`config.mk`:
```
export PLATFORM = sky130hd
export DESIGN_NAME = rf_wr_arb
export DESIGN_NICKNAME = d
export VERILOG_FILES = /design/src/rtl/rf_wr_arb.sv
export SDC_FILE = /design/constraint.sdc
export NUM_CORES = 1
export LEC_CHECK = 0
export BUFFER_PORTS_ARGS = -buffer_cell sky130_fd_sc_hd__buf_2
export CORE_MARGIN = 4
export CORE_UTILIZATION = 35
export DETAILED_ROUTE_END_ITERATION = 8
export PLACE_DENSITY_LB_ADDON = 0.15
export REMOVE_ABC_BUFFERS = 1
export SKIP_LAST_GASP = 1
export SYNTH_ARGS = -nofsm -noshare
export SYNTH_HDL_FRONTEND = slang
export SYNTH_SLANG_ARGS = --single-unit
```
`constraint.sdc`:
```
create_clock -name clk -period 3.3 [get_ports clk]
set_input_delay 0 -clock clk [delete_from_list [all_inputs] [get_ports clk]]
set_output_delay 0 -clock clk [all_outputs]
set_load 0.01 [all_outputs]
```
`src/rtl/rf_wr_arb.sv`:
```
`default_nettype none
// ============================================================================
// Module   : rf_wr_arb
// Purpose  : Register-file write-port arbiter. The in-order WB stage always
//            owns the write port when it writes a non-x0 register. Results
//            from the long-latency unit queue in a small FIFO and drain into
//            cycles WB leaves free. A starvation counter raises stall_req
//            when the FIFO head has been blocked for STARVE_MAX cycles so
//            the pipeline can open a WB slot.
// Ports    : clk, rst       - clock, synchronous active-high reset
//            wb_rf_bus[37:0] - {we, waddr[4:0], wdata[31:0]} from WB
//            lu_valid/lu_ready/lu_waddr/lu_wdata - long-latency result in
//            rf_bus[37:0]   - {we, waddr, wdata} to the RF write port
//            stall_req      - ask the stall controller for a WB bubble
//            lu_pend[3:0]   - occupied FIFO entries
// Config   : RF_WR_ARB_BYPASS_EN - when defined, a result arriving while the
//            FIFO is empty and the port is free is written in the same cycle.
// Revision : 1.0 - initial release
// ============================================================================
module rf_wr_arb #(
    parameter int FIFO_DEPTH = 2,   // power of two, 2..8
    parameter int STARVE_MAX = 4    // 1..15
) (
    input  logic        clk,
    input  logic        rst,
    input  logic [37:0] wb_rf_bus,
    input  logic        lu_valid,
    output logic        lu_ready,
    input  logic [4:0]  lu_waddr,
    input  logic [31:0] lu_wdata,
    output logic [37:0] rf_bus,
    output logic        stall_req,
    output logic [3:0]  lu_pend
);

    localparam int              c_PTR_W   = $clog2(FIFO_DEPTH);
    localparam logic [c_PTR_W-1:0] c_PTR_ONE = c_PTR_W'(1);
    localparam logic [3:0]      c_DEPTH   = 4'(FIFO_DEPTH);
    localparam logic [3:0]      c_SMAX    = 4'(STARVE_MAX);

    logic [4:0]         r_mem_addr [FIFO_DEPTH];
    logic [31:0]        r_mem_data [FIFO_DEPTH];
    logic [c_PTR_W-1:0] r_wr_ptr;
    logic [c_PTR_W-1:0] r_rd_ptr;
    logic [3:0]         r_count;
    logic [3:0]         r_starve;

    logic w_wb_claim;
    logic w_empty;
    logic w_pop;
    logic w_push;
    logic w_bypass;

    // WB writes to x0 are architecturally dead, so they do not hold the port.
    assign w_wb_claim = wb_rf_bus[37] && (wb_rf_bus[36:32] != 5'd0);
    assign w_empty    = (r_count == 4'd0);

    // Readiness depends only on the registered occupancy: a pop in the same
    // cycle never frees a slot for a simultaneous push.
    assign lu_ready   = !rst && (r_count != c_DEPTH);

    assign w_pop      = !rst && !w_wb_claim && !w_empty;

`ifdef RF_WR_ARB_BYPASS_EN
    assign w_bypass   = !rst && !w_wb_claim && w_empty && lu_valid && (lu_waddr != 5'd0);
`else
    assign w_bypass   = 1'b0;
`endif

    // Results for x0 are accepted by the handshake but never stored.
    assign w_push     = lu_valid && lu_ready && (lu_waddr != 5'd0) && !w_bypass;

    // Write-port mux: WB first, then FIFO head, then (optionally) bypass.
    always_comb begin
        rf_bus = '0;
        if (!rst) begin
            if (w_wb_claim) begin
                rf_bus = wb_rf_bus;
            end else if (!w_empty) begin
                rf_bus = {1'b1, r_mem_addr[r_rd_ptr], r_mem_data[r_rd_ptr]};
            end else if (w_bypass) begin
                rf_bus = {1'b1, lu_waddr, lu_wdata};
            end
        end
    end

    // Storage has no reset; validity is tracked by the pointers and count.
    always_ff @(posedge clk) begin
        if (w_push) begin
            r_mem_addr[r_wr_ptr] <= lu_waddr;
            r_mem_data[r_wr_ptr] <= lu_wdata;
        end
    end

    always_ff @(posedge clk) begin
        if (rst) begin
            r_wr_ptr <= '0;
            r_rd_ptr <= '0;
            r_count  <= 4'd0;
        end else begin
            if (w_push) begin
                r_wr_ptr <= r_wr_ptr + c_PTR_ONE;
            end
            if (w_pop) begin
                r_rd_ptr <= r_rd_ptr + c_PTR_ONE;
            end
            case ({w_push, w_pop})
                2'b10:   r_count <= r_count + 4'd1;
                2'b01:   r_count <= r_count - 4'd1;
                default: r_count <= r_count;
            endcase
        end
    end

    // Counts blocked cycles of a valid head; a freshly pushed entry only
    // becomes the head in the following cycle, so an empty FIFO holds zero.
    always_ff @(posedge clk) begin
        if (rst) begin
            r_starve <= 4'd0;
        end else if (w_empty || w_pop) begin
            r_starve <= 4'd0;
        end else if (r_starve != c_SMAX) begin
            r_starve <= r_starve + 4'd1;
        end
    end

    assign stall_req = (r_starve == c_SMAX);
    assign lu_pend   = r_count;

endmodule
`default_nettype wire
```
======== After elaboration in Yosys (flattened, before gate mapping) ========
Memory sizes are Yosys's and may differ from the RTL's. A register that Yosys moved wholly into a read port is not among the register bits.
Cells that the tools add are included.
word-level totals
  register bits after elaboration ......... 10
  latch bits .............................. 0
  memory bits (writable) .................. 74
  bits in read-only memories .............. 0
  word-level logic and storage cells ...... 41
  memories kept ........................... 2
cells by class
  $add $sub $neg .......................... 5
  multiply operators ...................... 0
  div/mod/pow operators ................... 0
  magnitude comparators ................... 0
  equal/unequal tests ..................... 5
  shifts and indexed selects .............. 0
  mux-type cells .......................... 10
  bitwise operators ....................... 0
  reductions and logical operators ........ 15
memory list
  name        depth  bits a word  rd ports  clocked after memory_dff  wr ports  line  RTL
  r_mem_data  2      32           1         1                         1         42    logic [31:0] r_mem_data [FIFO_DEPTH];
  r_mem_addr  2      5            1         1                         1         41    logic [4:0] r_mem_addr [FIFO_DEPTH];
operators by type and width
  cell                 count
  $mux 38              3
  $reduce_bool 5->1    2
  $add 4x1->4 const B  2
  $pmux 4 s2           1
  $logic_and 1x1->1    6
  $mux 1               6
  $eq 4x3->1 const B   1
  $logic_not 4->1      1
  $ne 4x2->1 const B   1
  $ne 4x3->1 const B   1
  $sub 4x1->4 const B  1
  $logic_not 1->1      3
  $add 1x1->1 const B  2
  $eq 2x1->1 const B   1
  $eq 2x2->1 const B   1
  $reduce_bool 2->1    1
  $reduce_or 2->1      1
  $logic_or 1x1->1     1

======== Logic depth before layout (Yosys ltp) ========
  depth in word-level cells ............... 7
  depth in mapped cells ................... 13
  mapped depth without buffers ............ 11

======== Worst setup path after synthesis ========
OpenSTA, ideal clock, no wires.
  path type ............................... reg2reg
  start ................................... register r_count[1] (netlist: lu_pend[1])
  end ..................................... memory r_mem_addr[0][0], enable pin
  library setup time ...................... 431 ps
  arrival ................................. 2,479 ps
  data required time ...................... 2,869 ps
  path slack .............................. 390 ps
  cell stages (with the launch flop) ...... 5
  buffers on the path ..................... 1
  cell sequence ........................... dfxtp_1 > buf_4 > or4b_2 > o2111ai_2 > nor2_1
on the way
  word-level cells in the longest chain between the ends .. 6
ends and longest elaborated chain
  element                          line  RTL
  from (decl)                      45    logic [3:0] r_count;
  from (signal assigned)           108   2'b10: r_count <= r_count + 4'd1;
  from (signal assigned)           109   2'b01: r_count <= r_count - 4'd1;
  from (signal assigned)           110   default: r_count <= r_count;
  $ne 4x2->1                       60    assign lu_ready = !rst && (r_count != c_DEPTH);
  $logic_and 1x1->1                60
  $logic_and 1x1->1 (2 in series)  71    assign w_push = lu_valid && lu_ready && (lu_waddr != 5'd0) && !w_bypass;
  $mux 1                           89    if (w_push) begin
  $mux 1 (not written as such)     90    r_mem_addr[r_wr_ptr] <= lu_waddr;
  to (decl)                        41
Every way passes these cells.

======== Worst setup path after layout ========
  start ................................... register r_count[1] (netlist: lu_pend[1])
  end ..................................... register r_count[2] (netlist: lu_pend[2])
on the way
  word-level cells in the longest chain between the ends .. 6
  elaborated cells between the ends (all ways) .. 13
ends and longest elaborated chain
  element                                          line  RTL
  $ne 4x2->1                                       60
  $logic_and 1x1->1                                60
  $logic_and 1x1->1 (2 in series)                  71
  $eq 2x1->1 or $eq 2x2->1 (tied branches)         107   case ({w_push, w_pop})
  $pmux 4 s2 or $reduce_bool 2->1 (tied branches)  n/a
Parallel ways exist; a longest one is shown, timed or not.
A chain may end at the register's enable or synchronous reset.

==> results.ini <==
[sta]
setup_violations=0
final_hold_viol_count=0
slew_headroom=0.5572
finalCritPeriodShare=0.8275
rsz0062_at_grt=false
fmax_mhz=366.2
tightest_slew_ns=0.6626
tns_ns=0
drv_slew=0
period_minus_slack_ns=2.731
skew_ns=0.009334

[placement]
gp_congestion=0.7236
port_buffers=121
placed_cells=522
dpl.hpwl_mm=5.757

[route]
drt_iter0_drc=125
post-route-drc-count=0
drt-total-wl_mm=8.493
vias_per_cell=4.770
first_pass_iters=4
drtAntennaViolNets=0
wl_per_cell_um=14.80
num_vias=2738

[hold_path]
holdPathEnd=r_wr_ptr
min_from=lu_valid
worstHoldPathType=in2reg
whs_path_depth=4

[synthesis]
yosys_register_bits=85
yosysTopAreaCellShare=0.5918
ys_seq_area_frac=0.6504
avgSynthCellArea_um2=13.70
ys_types=34
netlist_top_cells_area=edfxtp_1, mux2i_1, o32ai_1, dfxtp_1, inv_1
ys_warn_count=0
yosysTopAreaCell=edfxtp_1
synthFlopType=edfxtp_1
async_flop_share=0
netlist_instances=274
syn_area_um2=3755
synth-edff-count=74

[setup_path]
cp-start-kind=flop
r2r-end=lu_pend[2]
worstPathArrival_ns=3.01
path_max_fanout=9
worst_ep_required_time_ns=3.58
end_kind=flop
crit_type=reg2reg
r2r_cells=9
r2r_slack_ns=0.57
crit_start=lu_pend[1]
r2r_start=lu_pend[1]

[pwr]
power.switching_mw=0.6520
p_sw_frac=0.2568
peakVddDrop_uv=284.1
power_density_nw_per_um2=496.7
combPwrFrac=0.190
clockPowerShare=0.307
power.internal_mw=1.887
seq_power_share=0.503
p_leak_nw=2.088

[clock_tree]
hold_buffers=37
cts-root-buf=clkbuf_8
cts.path.max_buffers=2
clk_pin_slew_ns=0.08
cts_setup_buffers=0
cts.sinks=85
cts_resized=0
clk_latency_ns=0.34
h-tree-depth=3
cts_tree=done
cts_buffers=9

[die]
initial_core_util=0.3621
dieArea_um2=12450
die_height_um=111.6
die_x_um=111.6
pin_count=122
core_area_um2=10370
row_count=37

[cells_and_area]
nNetsFinal=517
fin_cells=574
antenna_cells=0
syn_to_final_growth_pct=36.15
drive_gt1_frac=0.3447

[global_route]
grt_overflow_total=0
antenna_found_initial=0
grt_start_max_net_pins=40
globalRouteTotalUtil=0.1372
grt_pass1_wl_mm=13.63
grt_pass1_vias=2836

[status]
status=finished clean

[job]
maxCapViolations=0

-- Yosys cell counts, types with 3 or more instances --
| cell | instances |
|---|---|
| a21oi_1 | 6 |
| dfxtp_1 | 11 |
| inv_1 | 38 |
| edfxtp_1 | 74 |
| clkbuf_1 | 9 |
| nor2_1 | 11 |
| nand2_1 | 3 |
| xnor2_1 | 3 |
| buf_2 | 7 |
| o32ai_1 | 32 |
| o21ai_0 | 7 |
| nand3_1 | 6 |
| mux2i_1 | 40 |
| xor2_1 | 3 |
| ha_1 | 5 |
-- worst max-delay path by stage --
stage	end	slack [ns]	cells past startpoint
2_1_floorplan	lu_pend[2]	0.37	11
6_report	lu_pend[2]	0.57	9
4_1_cts	lu_pend[2]	0.57	9
5_1_grt	lu_pend[2]	0.38	9
3_5_place_dp	lu_pend[2]	0.59	9
3_3_place_gp	lu_pend[2]	0.66	9
-- metrics by stage --
step | power [mW] | setup slack [ns] | utilization | hold slack (ns) | instance area (µm²)
floorplan | 1.568 | 0.3687 | - | 0.04409 | 3679
global placement | 1.751 | 0.6554 | 0.4369 | 0.1879 | 4531
CTS | 2.579 | 0.5716 | 0.4930 | 0.1099 | 5112
global route | 2.673 | 0.3817 | 0.4930 | 0.1459 | 5112
finish | 2.539 | 0.5693 | 0.4930 | 0.1193 | 5112
detailed placement | 1.759 | 0.5880 | 0.4369 | 0.1916 | 4531
-- cells in the final DEF (no fill, tap or decap), drive strengths merged, types with 4 or more instances in the layout --
cell type,instances
o32ai,32
clkbuf,9
a21oi,6
mux2i,40
nor2,11
dlygate4sd3,37
buf,129
nand2,4
o21ai,8
ha,5
dfxtp,11
inv,39
nand3,6
edfxtp,74
-- power by group through the flow --
stage          Sequential [mW]  Clock, mW  Combinational [mW]
2_1_floorplan             1.32          0               0.249
3_3_place_gp              1.30          0               0.450
3_5_place_dp              1.30          0               0.456
4_1_cts                   1.28      0.809               0.492
5_1_grt                   1.28      0.855               0.533
6_report                  1.28      0.780               0.481
-- cells by family (layout without fill, tap and decap cells) --
logic type / Yosys count / count (layout) / share of synthesized area
xor gates and xnor gates: 6 / 6 / 0.01400
and+or+nand+nor: 34 / 34 / 0.04966
muxes: 40 / 40 / 0.1066
adders and majority gates: 5 / 5 / 0.01666
AOI/OAI and AO/OA: 49 / 49 / 0.1043
buffers and inverters: 55 / 219 / 0.05831
DFF: 85 / 85 / 0.6504
-- final cells by class --
cell class / count / area, µm²
clock inverters: 6 / 87.58
well taps: 136 / 170.2
fillers: 960 / 5258
repair buffers: 166 / 1036
multi-input cells: 134 / 1109
clock buffers: 9 / 123.9
flip-flops and latches: 85 / 2444
inverters: 38 / 142.6
-- critical path, cell delays in order, from the launching register on --
cell       delay [ns]
dfxtp_1          0.48
or4b_2           0.65
o2111ai_2        0.22
ha_1             0.35
xor2_1           0.16
ha_1             0.15
a21oi_1          0.05
xor2_1           0.16
or3_1            0.31
a21oi_1          0.14
-- routing by layer --
layer | share of wire | track usage | up-vias
met5 | 0 | 0 | -
met4 | 0.012 | 0.03650 | 0
met2 | 0.48 | 0.2260 | 85
li1 | - | - | 1351
met1 | 0.45 | 0.1719 | 1293
met3 | 0.059 | 0.04946 | 9
-- state kept, by name, summed over array words and instances, names as in the netlist, named ones only --
signal	flops
r_mem_data	64
r_mem_addr	10
lu_pend	4
r_wr_ptr	1
r_rd_ptr	1
r_starve	4
(Power assumes the default switching activity.)
